`src/rtl/register_host_pkg.sv`:
```
// register_host_pkg: FSM states, pin bit positions and ui byte packing for register_host.
package register_host_pkg;
  typedef enum logic [2:0] {IDLE, STROBE, VSTROBE, WAIT, CAPTURE, DONE} state_t;
  localparam int STB_BIT = 7;
  localparam int WE_BIT = 6;
  localparam int ADDR_LSB = 0;
  localparam int ADDR_W = 4;
  function automatic logic [7:0] pack_ui(input logic stb, input logic we, input logic [ADDR_W-1:0] addr);
    logic [7:0] b;
    b = '0;
    b[STB_BIT] = stb;
    b[WE_BIT] = we;
    b[ADDR_LSB +: ADDR_W] = addr;
    return b;
  endfunction
endpackage

```
`src/rtl/register_host.sv`:
```
// register_host: sequences single-beat register reads/writes onto the tt_um_register pins.
// Optional write read-back verify: define REGISTER_HOST_VERIFY_EN.
module register_host
  import register_host_pkg::*;
#(
  parameter int READ_LATENCY = 2
) (
  input  logic              clk,
  input  logic              rst,
  input  logic              req_valid,
  output logic              req_ready,
  input  logic              req_we,
  input  logic [ADDR_W-1:0] req_addr,
  input  logic [7:0]        req_wdata,
  output logic              rsp_valid,
  output logic [7:0]        rsp_rdata,
  output logic              rsp_err,
  output logic [7:0]        pin_ui,
  output logic [7:0]        pin_uio,
  input  logic [7:0]        pin_uo
);
  localparam logic [2:0] LAT_M1 = 3'(READ_LATENCY - 1);
  localparam state_t AFTER_STB = (READ_LATENCY == 1) ? CAPTURE : WAIT;
  state_t state, next;
  logic we_q;
  logic [ADDR_W-1:0] addr_q;
  logic [7:0] wdata_q;
  logic [2:0] cnt;
  logic hs;
  assign req_ready = state == IDLE && !rst;
  assign hs = req_valid && req_ready;
  assign rsp_valid = state == DONE;
  always_comb begin
    next = state;
    case (state)
      IDLE:    next = hs ? STROBE : IDLE;
`ifdef REGISTER_HOST_VERIFY_EN
      STROBE:  next = we_q ? VSTROBE : AFTER_STB;
      VSTROBE: next = AFTER_STB;
`else
      STROBE:  next = we_q ? DONE : AFTER_STB;
`endif
      WAIT:    next = cnt == 3'd1 ? CAPTURE : WAIT;
      CAPTURE: next = DONE;
      DONE:    next = IDLE;
      default: next = IDLE;
    endcase
  end
  // Pins are computed from the upcoming state so they change on the same edge as the FSM.
  always_ff @(posedge clk) begin
    if (rst) begin
      state <= IDLE;
      cnt <= '0;
      we_q <= 1'b0;
      addr_q <= '0;
      wdata_q <= '0;
      pin_ui <= '0;
      pin_uio <= '0;
      rsp_rdata <= '0;
    end else begin
      state <= next;
      if (hs) begin
        we_q <= req_we;
        addr_q <= req_addr;
        wdata_q <= req_wdata;
      end
      cnt <= next == WAIT ? (state == WAIT ? cnt - 3'd1 : LAT_M1) : cnt;
      pin_ui <= hs ? pack_ui(1'b1, req_we, req_addr)
              : next == VSTROBE ? pack_ui(1'b1, 1'b0, addr_q)
              : pin_ui & ~8'(1 << STB_BIT);
      pin_uio <= hs ? (req_we ? req_wdata : 8'h00) : next == VSTROBE ? 8'h00 : pin_uio;
      if (next == DONE) rsp_rdata <= state == CAPTURE ? pin_uo : 8'h00;
    end
  end
`ifdef REGISTER_HOST_VERIFY_EN
  always_ff @(posedge clk) begin
    if (rst) rsp_err <= 1'b0;
    else if (next == DONE) rsp_err <= state == CAPTURE && we_q && pin_uo != wdata_q;
  end
`else
  assign rsp_err = 1'b0;
`endif
endmodule

```
`config.mk`:
```
export PLATFORM = sky130hd
export DESIGN_NAME = register_host
export DESIGN_NICKNAME = d
export VERILOG_FILES = /design/src/rtl/register_host_pkg.sv /design/src/rtl/register_host.sv
export SDC_FILE = /design/constraint.sdc
export NUM_CORES = 1
export LEC_CHECK = 0
export ABC_AREA = 1
export CAP_MARGIN = 20
export CORE_ASPECT_RATIO = 1.1
export CORE_UTILIZATION = 35
export DETAILED_ROUTE_END_ITERATION = 12
export PLACE_DENSITY = 0.66
export SKIP_CTS_REPAIR_TIMING = 1
export SYNTH_ARGS = -nofsm -noshare
export SYNTH_HDL_FRONTEND = slang
export SYNTH_SLANG_ARGS = --single-unit
```
`constraint.sdc`:
```
create_clock -name clk -period 3.3 [get_ports clk]
set_clock_uncertainty 0.05 [all_clocks]
set_input_delay 0.99 -clock clk [delete_from_list [all_inputs] [get_ports clk]]
set_output_delay 0.99 -clock clk [all_outputs]
set_load 0.005 [all_outputs]
```
==> run metrics, run 1 <==
status=finished clean; endpoints failing setup=0; WHS Path Cells=2; number of buffers added on ports=47; number of global-route vias before repair=1005; Routed WL per cell=10.6 um; Register Area=581 um^2; FF-to-FF setup slack=1890 ps; GPL Wtd Cong=0.721; endpoint type of the worst setup path=output port; vias=1192; Post-DRT Antenna Nets=0; Post-synth EDFFs=0; Hold Slack=414 ps; Yosys warning count=0; maximum net fanout on the critical path=2; # rows=23; dpl cells=254; footprint of the multi-input gates=622 um^2; area grow syn2layout=44.3%; initial antenna violation count=0; crit-path max cell delay=540 ps; sequential area share after synthesis=0.435; ANT cells=0; Detail Placement HPWL=1930 um; Final Max Tran Viols=0; clock latency on the worst-skew pair=280 ps; setup TNS=0 ps; final hold violations=0; Max stage delay cell, worst path=clkdlybuf4s50_1; ys async rst share=0; CP Data Required Time=2260 ps; clk sink count=29; die width=60.9 um; hold_sp=pin_uio[7]; total congestion overflow=0; synthesis-stage register bit count=29; root buffer cell=clkbuf_8; DRT Wirelength=2790 um; synthesized instance count=165; Worst Hold End=pin_uio[7]; total track usage=0.146; die height=66.7 um; clock tree buffer depth=2; Non-Filler Instances=262; Main synth FF type=dfxtp_1; post-route minimum period=3180 ps; Avg Cell Area, Syn=8.08 um^2; largest net degree at the start of global routing=30; Iteration-0 DRC Markers=16; Unique masters post-synth=26; maximum VDD drop=0.232 mV; NumNets Final=237; initial cell density of the core=0.365; max-cap viol count=0; crit path cell chain=clkdlybuf4s50_1 -> nor3_1 -> clkdlybuf4s50_1; area of the mapped netlist=1330 um^2; CTS tree=yes; pwr dens=450 nW/um^2; Core ar.=3650 um^2; RR Endpoint=pin_uio[5]; fillers=361; clock slew seen by the registers of the worst setup and hold paths=60 ps; Reg2Reg Depth=4; Post-route DRC=0; DR pass1 iterations=4; fin crit share=0.965; overall die area=4060 um^2; vias per inst=4.55; Num CTS Buffers=5; Achievable Freq=314 MHz; # H-tree levels=2; share of cells above drive strength 1=0.132; HP Class=flip-flop to flip-flop; CP Launch Type=primary input; WP data arrival=2140 ps; RSZ-0062 raised after global routing=no; static leakage=0.735 nW; IO Count=51; first-pass GRT wire length=4310 um; Setup Crit Path Kind=primary input to output port; start of the worst register-to-register path=state[2]; most frequent CP cell=clkdlybuf4s50_1
[final cells by class]
class,count,area share
Clock inverter,1,0.0156
Clock buffer,7,0.0449
Tap cell,50,0.0325
Multi-Input combinational cell,113,0.323
Sequential cell,29,0.302
Timing Repair Buffer,48,0.248
Inverter,14,0.0338
[cell families after synthesis]
logic type | after synthesis | share of synthesized area
other | 1 | 0.00281
adders and majority gates | 2 | 0.0188
AOI/OAI and AO/OA | 29 | 0.129
DFF | 29 | 0.435
buffers and inverters | 25 | 0.104
and+or+nand+nor | 79 | 0.311
[layout by cell type (no fill, tap or decap), types with 5 or more instances in the layout]
master	Yosys	layout
dfxtp_1	29	29
nand3_1	11	11
clkbuf_8	0	6
clkdlybuf4s50_1	0	47
inv_1	13	13
or2_1	5	5
a21oi_1	20	20
nand2_4	5	5
nand2_1	43	43
a21oi_2	6	6
[synthesized netlist by cell type (2+ instances only)]
cell      instances  area, um^2
nor3_1            2        10.0
or2_1             5        31.3
nand2_1          43         161
buf_6             2        22.5
buf_4             4        30.0
a21oi_2           6        52.6
dfxtp_1          29         581
nand2_4           5        56.3
nand3_2           2        20.0
or2_0             3        18.8
ha_1              2        25.0
buf_2             2        10.0
nor2_2            3        18.8
inv_1            13        48.8
clkbuf_1          3        11.3
nor2_1            2        7.51
nand3_1          11        55.1
a21oi_1          20         100
[critical path, delay by kind of cell]
kind,cells,cell delay (ps)
buf+inv,2,960
simple gates,1,200
[flip-flops by register name, indices dropped and copies added (netlist names)]
signal     count
pin_ui         6
rsp_rdata      8
pin_uio        8
state          3
we_q           1
cnt            3
[worst max path at each step]
stage                     from        end  slack, ps  cells past startpoint
after CTS                  rst  req_ready        130                      3
after detailed placement   rst  req_ready        130                      3
after global placement     rst  req_ready        130                      3
final                      rst  req_ready        120                      3
after floorplan            rst  req_ready        970                      2
after global routing       rst  req_ready         90                      3
[through the flow]
step	power [mW]	area, um^2	util	worst slack (ps)
global route	0.904	1920	0.527	94.0
finish	0.865	1920	0.527	115
CTS	0.873	1920	0.527	130
floorplan	0.442	1340	-	967
detailed placement	0.492	1810	0.495	130
global placement	0.492	1810	0.495	127
[power by group]
group / internal (mW) / switching [mW]
Combinational: 0.0600 / 0.0534
Sequential: 0.362 / 0.00861
Clock: 0.246 / 0.135
Total: 0.668 / 0.197
[metal layers]
| layer | GRT usage | part of all wire | vias up |
|---|---|---|---|
| li1 | - | - | 610 |
| met4 | 0.0511 | 0.013 | 0 |
| met5 | 0 | 0 | - |
| met3 | 0.0757 | 0.085 | 6 |
| met2 | 0.235 | 0.48 | 41 |
| met1 | 0.163 | 0.42 | 535 |
No activity file was read; power rests on OpenSTA's default activity.
==> run 2, diff against run 1 <==
CTS_CLUSTER_DIAMETER = 120   (was default)
==> results of run 2 <==
Final layout, timing and power as in run 1 (identical DEF).
